--- src/rtl/digital_macro_seq_pkg.sv ---
// Shared types and defaults for the digital macro run sequencer.
package digital_macro_seq_pkg;

  localparam int unsigned CNT_W_DEFAULT   = 16;
  localparam int unsigned STATE_W_DEFAULT = 4;

  typedef enum logic [STATE_W_DEFAULT-1:0] {
    IDLE,
    CFG_EM,
    CFG_FM,
    CFG_AW,
    LOAD,
    RUN,
    DRAIN,
    READOUT,
    DONE,
    ABORT
  } seq_state_e;

endpackage

--- src/rtl/digital_macro_seq_down_counter.sv ---
// Loadable down-counter with a zero flag; times the data-load window.
module seq_down_counter #(
  parameter int unsigned W = 16
) (
  input  logic         clk_i,
  input  logic         rst_i,
  input  logic         load,
  input  logic [W-1:0] load_val,
  input  logic         dec,
  output logic         zero_c
);

  logic [W-1:0] cnt;

  always_ff @(posedge clk_i) begin
    if (rst_i) begin
      cnt <= '0;
    end else if (load) begin
      cnt <= load_val;
    end else if (dec && (cnt != '0)) begin
      cnt <= cnt - W'(1);
    end
  end

  assign zero_c = (cnt == '0);

endmodule

--- src/rtl/digital_macro_seq.sv ---
// Run sequencer for one compute macro: config strobes, data load, annealing
// run with iteration/timeout limits, drain, readout and done/abort reporting.
module digital_macro_seq
  import digital_macro_seq_pkg::*;
#(
  parameter int unsigned CNT_W   = CNT_W_DEFAULT,
  parameter int unsigned STATE_W = STATE_W_DEFAULT
) (
  input  logic               clk_i,
  input  logic               rst_i,
  input  logic               start_i,
  input  logic               abort_i,
  input  logic               cfg_skip_load_i,
  input  logic [CNT_W-1:0]   cfg_load_cycles_i,
  input  logic [CNT_W-1:0]   cfg_iter_num_i,
  input  logic [CNT_W-1:0]   cfg_timeout_i,
  input  logic               iter_pulse_i,
  input  logic               cmpt_idle_i,
  output logic               en_o,
  output logic               config_valid_em_o,
  output logic               config_valid_fm_o,
  output logic               config_valid_aw_o,
  output logic               dt_cfg_enable_o,
  output logic               cmpt_en_o,
  output logic               flush_o,
  output logic               host_readout_o,
  output logic               busy_o,
  output logic               done_o,
  output logic               timeout_o,
  output logic               aborted_o,
  output logic [CNT_W-1:0]   iter_cnt_o,
  output logic [STATE_W-1:0] state_o
);

  seq_state_e       state;
  seq_state_e       state_nxt;
  logic             skip_q;
  logic [CNT_W-1:0] iter_num_q;
  logic [CNT_W-1:0] timeout_q;
  logic [CNT_W-1:0] to_cnt;
  logic [CNT_W-1:0] iter_inc;
  logic [CNT_W-1:0] to_inc;
  logic [CNT_W-1:0] load_val;
  logic             accept;
  logic             iter_hit;
  logic             to_hit;
  logic             load_done;

  assign accept   = (state == IDLE) && start_i;
  assign iter_inc = (iter_cnt_o == '1) ? iter_cnt_o : iter_cnt_o + CNT_W'(1);
  assign to_inc   = to_cnt + CNT_W'(1);
  assign iter_hit = iter_pulse_i && (iter_num_q != '0) && (iter_inc == iter_num_q);
  // A pulse clears the timeout counter, so completion always beats timeout.
  assign to_hit   = !iter_pulse_i && (timeout_q != '0) && (to_inc == timeout_q);
  // Counter holds (cycles - 1); zero-length loads still get one cycle.
  assign load_val = (cfg_load_cycles_i == '0) ? '0 : cfg_load_cycles_i - CNT_W'(1);

  seq_down_counter #(
    .W(CNT_W)
  ) u_load_cnt (
    .clk_i    (clk_i),
    .rst_i    (rst_i),
    .load     (accept),
    .load_val (load_val),
    .dec      ((state == LOAD) && !load_done),
    .zero_c   (load_done)
  );

  always_comb begin
    state_nxt = state;
    if ((state != IDLE) && (state != ABORT) && abort_i) begin
      state_nxt = ABORT;
    end else begin
      case (state)
        IDLE:    if (start_i) state_nxt = CFG_EM;
        CFG_EM:  state_nxt = CFG_FM;
        CFG_FM:  state_nxt = CFG_AW;
        CFG_AW:  state_nxt = skip_q ? RUN : LOAD;
        LOAD:    if (load_done) state_nxt = RUN;
        RUN:     if (iter_hit || to_hit) state_nxt = DRAIN;
        DRAIN:   if (cmpt_idle_i) state_nxt = READOUT;
        READOUT: state_nxt = DONE;
        DONE:    state_nxt = IDLE;
        ABORT:   state_nxt = IDLE;
        default: state_nxt = IDLE;
      endcase
    end
  end

  // Outputs are registered decodes of the state being entered.
  always_ff @(posedge clk_i) begin
    if (rst_i) begin
      state             <= IDLE;
      state_o           <= '0;
      en_o              <= 1'b0;
      config_valid_em_o <= 1'b0;
      config_valid_fm_o <= 1'b0;
      config_valid_aw_o <= 1'b0;
      dt_cfg_enable_o   <= 1'b0;
      cmpt_en_o         <= 1'b0;
      flush_o           <= 1'b0;
      host_readout_o    <= 1'b0;
      busy_o            <= 1'b0;
      done_o            <= 1'b0;
      timeout_o         <= 1'b0;
      aborted_o         <= 1'b0;
      iter_cnt_o        <= '0;
      to_cnt            <= '0;
      skip_q            <= 1'b0;
      iter_num_q        <= '0;
      timeout_q         <= '0;
    end else begin
      state             <= state_nxt;
      state_o           <= STATE_W'(state_nxt);
      en_o              <= (state_nxt != IDLE) && (state_nxt != ABORT);
      config_valid_em_o <= (state_nxt == CFG_EM);
      config_valid_fm_o <= (state_nxt == CFG_FM);
      config_valid_aw_o <= (state_nxt == CFG_AW);
      dt_cfg_enable_o   <= (state_nxt == LOAD);
      cmpt_en_o         <= (state_nxt == RUN);
      flush_o           <= (state_nxt == ABORT);
      host_readout_o    <= (state_nxt == READOUT);
      busy_o            <= (state_nxt != IDLE);
      done_o            <= (state_nxt == DONE);
      if (accept) begin
        skip_q     <= cfg_skip_load_i;
        iter_num_q <= cfg_iter_num_i;
        timeout_q  <= cfg_timeout_i;
        iter_cnt_o <= '0;
        to_cnt     <= '0;
        timeout_o  <= 1'b0;
        aborted_o  <= 1'b0;
      end else if (state_nxt == ABORT) begin
        aborted_o <= 1'b1;
      end else if (state == RUN) begin
        if (iter_pulse_i) begin
          iter_cnt_o <= iter_inc;
          to_cnt     <= '0;
        end else begin
          to_cnt <= to_inc;
        end
        if (to_hit) timeout_o <= 1'b1;
      end
    end
  end

endmodule

--- config.mk ---
export PLATFORM = sky130hd
export DESIGN_NAME = digital_macro_seq
export DESIGN_NICKNAME = d
export VERILOG_FILES = /design/src/rtl/digital_macro_seq_pkg.sv /design/src/rtl/digital_macro_seq_down_counter.sv /design/src/rtl/digital_macro_seq.sv
export SDC_FILE = /design/constraint.sdc
export NUM_CORES = 1
export LEC_CHECK = 0
export BUFFER_PORTS_ARGS = -buffer_cell sky130_fd_sc_hd__buf_2
export CORE_MARGIN = 5
export CORE_UTILIZATION = 50
export DETAILED_ROUTE_END_ITERATION = 16
export HOLD_SLACK_MARGIN = 0.05
export PLACE_DENSITY_LB_ADDON = 0.05
export RECOVER_POWER = 25
export SYNTH_ARGS = -nofsm -noshare
export SYNTH_HDL_FRONTEND = slang
export SYNTH_SLANG_ARGS = --single-unit
--- constraint.sdc ---
create_clock -name clk_i -period 2.9 [get_ports clk_i]
set_input_delay 0.435 -clock clk_i [delete_from_list [all_inputs] [get_ports clk_i]]
set_output_delay 0.435 -clock clk_i [all_outputs]
set_load 0.02 [all_outputs]
=== Word-level counts from Yosys, hierarchy flattened ===
Index checks and enable logic that the tools add are counted.

* Register bits: 97
* Bits of input ports: 55
* Output and inout port bits: 32

* $add $sub $neg: 4
* Eq/ne operators: 20
* Muxes and demuxes: 12
* Bitwise operators: 1
* Reductions and logical operators: 26

{| class="wikitable"
|+ Operators by type and width
! operator !! count
|-
| $mux 16 || 5
|-
| $reduce_bool 16->1 || 3
|-
| $add 16x1->16 const B || 2
|-
| $eq 16x16->1 || 2
|-
| $logic_not 16->1 || 2
|-
| $pmux 4 s8 || 1
|-
| $sub 16x1->16 const B || 2
|-
| $eq 4x3->1 const B || 7
|-
| $mux 4 || 5
|-
| $eq 16x16->1 const B || 1
|-
| $eq 4x2->1 const B || 4
|-
| $logic_and 1x1->1 || 10
|-
| $eq 4x1->1 const B || 2
|-
| $eq 4x4->1 const B || 2
|-
| $ne 4x4->1 const B || 2
|-
| $reduce_bool 4->1 || 2
|-
| $reduce_and 3->1 || 2
|-
| $logic_not 4->1 || 1
|-
| $logic_not 1->1 || 2
|-
| $reduce_and 2->1 || 1
|-
| $reduce_bool 2->1 || 1
|-
| $reduce_or 2->1 || 1
|-
| $logic_or 1x1->1 || 1
|-
| $mux 1 || 1
|-
| $not 1->1 || 1
|}

=== Longest topological paths before layout ===
* Word-level depth: 11
* Depth in mapped cells: 12
* Depth with buffers taken out: 11

=== Modules after synthesis ===
From an unflattened synthesis, not the netlist that was laid out.

* Cells, all modules: 788
* Area, all modules: 6153.4 um^2

{| class="wikitable"
|+ Modules (own cells, without submodules)
! module !! instances !! cells each !! area an instance (um^2) !! seq. area each (um^2)
|-
| digital_macro_seq || 1 || 658 || 5009.8 || 1621.6
|-
| seq_down_counter || 1 || 130 || 1143.6 || 320.3
|}

=== Worst setup path before layout ===
OpenSTA, ideal clock, no wires.

* Kind: register to register
* Start point: register u_load_cnt.cnt[0]
* End point: register u_load_cnt.cnt[12]
* Arrival time: 3076 ps
* Required time: 2768 ps
* Slack: -308 ps
* Cell stages (with the launch flop): 13
* Period minus slack after synthesis: 3208 ps
* Path through: dfxtp_1 inv_1 ha_1 or3b_4 or4_4 or3_4 or4b_1 nor4b_4 or2_1 buf_6 buf_6 a21oi_1 nor3_1

* Longest elaborated chain between the ends: 5

{| class="wikitable"
|+ RTL lines
! element !! RTL line !! RTL
|-
| start, declared || digital_macro_seq_down_counter.sv:13 || <nowiki>logic [W-1:0] cnt;</nowiki>
|-
| start signal, assigned || digital_macro_seq_down_counter.sv:19 || <nowiki>cnt <= load_val;</nowiki>
|-
| start signal, assigned || digital_macro_seq_down_counter.sv:21 || <nowiki>cnt <= cnt - W'(1);</nowiki>
|-
| branches (longest 5 deep; another with $sub 16x1->16) || -- ||
|}

Parallel ways; which one is timed is not known. The select of a mux whose other input is x is not followed.
A chain may end at the register's enable or synchronous reset.

=== Worst setup path in the final report ===
* Start point: register u_load_cnt.cnt[1]
* End point: register u_load_cnt.cnt[12]

Same word-level chain as after synthesis.

==> flow_metrics.py <==
metrics = {
    "logic_synthesis": {
        "ys_types": 68,
        "yosys.area.top_type": "dfxtp_1",
        "yosysWarnings": 0,
        "synthesis.instances": 793,
        "postSynthNetCount": 852,
        "synth_seq_cells": 97,
        "synth_common_cells": "nand2_1 (113), dfxtp_1 (97), a21oi_1 (89)",
        "netlist_area_um2": 5880,
        "yosysTopAreaCellShare_pct": 33.0,
        "avgSynthCellArea_um2": 7.41,
        "synth_edf_count": 0,
        "yosysMostFrequentCell": "nand2_1",
        "async_reset_ff_share_pct": 0,
        "synth_top_flop_cell": "dfxtp_1",
        "ys_seq_area_share_pct": 33.0,
        "synth.area.top_cells": "dfxtp_1 (33%), a21oi_1 (7.6%), nand2_1 (7.2%), xnor2_1 (5.4%), nor2_1 (4.9%)",
    },
    "global_routing": {
        "first_global_vias": 6135,
        "grt_max_degree": 46,
        "grtUsageTotal_pct": 25.4,
        "grt_overflow": 0,
        "antenna_found_initial": 0,
        "grt_pass1_wl_um": 29800,
    },
    "cells_and_area": {
        "fillerInstances": 989,
        "nets": 1022,
        "drive_gt1_share_pct": 27.4,
        "syn_to_final_growth_pct": 31.5,
        "fin_cells": 1111,
        "stdcell_area_um2": 7730,
        "fin_util_pct": 67.4,
        "num_antenna_cells": 0,
    },
    "cts": {
        "clk_pin_slew_ns": 0.08,
        "cts_tree": "built",
        "clock_sinks": 97,
        "cts_buffer_depth": 2,
        "numCtsBuffers": 9,
        "clk_latency_ns": 0.36,
        "htree_num_levels": 3,
        "cts-root-buf": "clkbuf_16",
        "postCtsHoldBufs": 0,
    },
    "critical_path": {
        "rrSetupSlack_ns": -0.18,
        "cp_slowest_cell": "or4b_4",
        "cp_data_arrival_time_ns": 3.31,
        "worst_setup_path_start_kind": "flip-flop",
        "end_kind": "flip-flop",
        "cp.buffers_inverters": 2,
        "cp_top_family": "simple AND/OR/NAND/NOR gates",
        "crit_cells": 11,
        "path_class": "flip-flop to flip-flop",
        "r2r_cells": 11,
        "critical_path.cell_chain": "inv_2, ha_4, or3b_4, or4_4, or3_4, or4b_4, nor4b_4, or2_4, buf_4, a21oi_2, nor3_1",
        "cp.required_ns": 3.14,
        "cp_max_fo": 6,
        "max_stage_delay_ns": 0.49,
    },
    "placement": {
        "dpl.hpwl_um": 13400,
        "gp_congestion": 0.970,
        "port_buffers": 86,
        "place_area_um2": 7210,
        "dp.cells": 1089,
    },
    "power_and_ir_drop": {
        "peakVddDrop_uv": 471,
        "design_power_total_mw": 3.73,
        "power_density_nw_per_um2": 482,
        "leakage_nw": 2.98,
    },
    "timing": {
        "slew_headroom_pct": 52.4,
        "fin_ws_ns": -0.177,
        "fin_crit_ns": 3.08,
        "layout_worst_path_cycle_share_pct": 106,
        "hold_viol": 0,
        "rsz0062_at_grt": "yes",
        "finalMaxSlewViolations": 0,
        "fmax_mhz": 325,
        "finalSetupViolCount": 25,
        "worst_pin_slew_ns": 0.712,
        "skew_ns": 0.00967,
    },
    "floorplanning": {
        "io_pins": 87,
        "die_w_um": 118,
        "die_area_um2": 14000,
        "rows": 39,
        "die_h_um": 118,
        "initial_utilization_pct": 51.2,
        "core_area_um2": 11500,
    },
    "status": {
        "violations": "negative setup slack",
        "outcome": "finished, violations left",
    },
    "min_path": {
        "min_path_cells": 3,
        "worstHoldPathType": "primary input to flip-flop",
    },
    "route": {
        "drc": 0,
        "highest-signal-layer": "met4",
        "drtIter0Drc": 496,
        "dr.pass1.iters": 5,
        "drt_wl_total_um": 18200,
        "wl_met2_um": 8410,
        "routed_via_density": 5.84,
        "met1_length_um": 7940,
        "vias": 6484,
        "route.met3.wl_um": 1330,
        "wire_per_inst_um": 16.3,
        "detail-route-antenna-nets": 0,
    },
    "job": {
        "cap_violations": 0,
    },
}
## flip-flops by register name (all words and copies together), names as in the netlist, 4 cells and up
signal,flops
iter_num_q,16
to_cnt,16
iter_cnt_o,16
state,4
u_load_cnt.cnt,16
timeout_q,16
## tightest hold or removal path, delay by kind of cell
kind                   cells  cell delay, ns
and+or+nand+nor            1            0.04
AOI/OAI and AO/OA          1            0.05
buffers and inverters      1            0.09
## path summary, 6_finish.rpt
check,start,end
setup / recovery,u_load_cnt.cnt[1],u_load_cnt.cnt[12]
hold / removal,cfg_timeout_i[6],timeout_q[6]
setup reg to reg,u_load_cnt.cnt[1],u_load_cnt.cnt[12]
hold reg to reg,skip_q,skip_q
## what timing repair did
| item | 4_1_cts | 5_1_grt |
|---|---|---|
| setup endpoints to repair | 28 | 28 |
| pin swaps | 6 | 8 |
| gates resized for setup | 19 | 28 |
| setup buffers | 3 | 3 |
## routing by layer
metal  vias up  track usage (%)
met1      3047             33.8
met5         -                0
li1       3187                -
met2       217             39.6
met3        33             6.40
met4         0             10.1
## per-stage QoR
stage,TNS (ns),worst slack [ns],hold slack (ns)
finish,-3.36,-0.177,0.299
floorplan,-3.57,-0.270,0.437
global placement,-5.75,-0.313,0.452
global route,-5.84,-0.266,0.302
detailed placement,-7.29,-0.407,0.451
CTS,-3.22,-0.179,0.293
## area by class of cell
| cell class | count | area [um2] | area share, % |
|---|---|---|---|
| Inverter | 24 | 90.1 | 1.17 |
| Timing Repair Buffer | 210 | 1360 | 17.6 |
| Multi-Input combinational cell | 621 | 3830 | 49.5 |
| Clock buffer | 9 | 225 | 2.91 |
| Tap cell | 143 | 179 | 2.32 |
| Clock inverter | 7 | 95.1 | 1.23 |
| Sequential cell | 97 | 1950 | 25.2 |
## report_power, final
group	total, mW	internal (mW)	switching (mW)	leakage (nW)
registers	1.50	1.42	0.0802	0.793
logic	0.935	0.428	0.506	2.03
clock network	1.30	0.697	0.599	0.157
total	3.73	2.54	1.19	2.98
## cell families after synthesis
logic type	synth area share, %
AND/OR/NAND/NOR	31.7
flip-flops	33.0
XOR/XNOR	9.24
multiplexers	0.362
buffers and inverters	5.32
AO/OA/AOI/OAI	19.4
adder cells (fa/ha/maj)	0.852
## placed cells by master (no fill, tap or decap), types with 21 or more instances in the layout
master,instances
inv_1,21
buf_4,119
dfxtp_1,90
nor3_1,24
nand4_1,25
a21oi_1,81
xor2_1,26
xnor2_1,36
nand2_1,113
buf_2,64
nand3_1,22
nor2_1,75
o21ai_0,29
clkbuf_1,22
No activity file was read; power rests on OpenSTA's default activity.
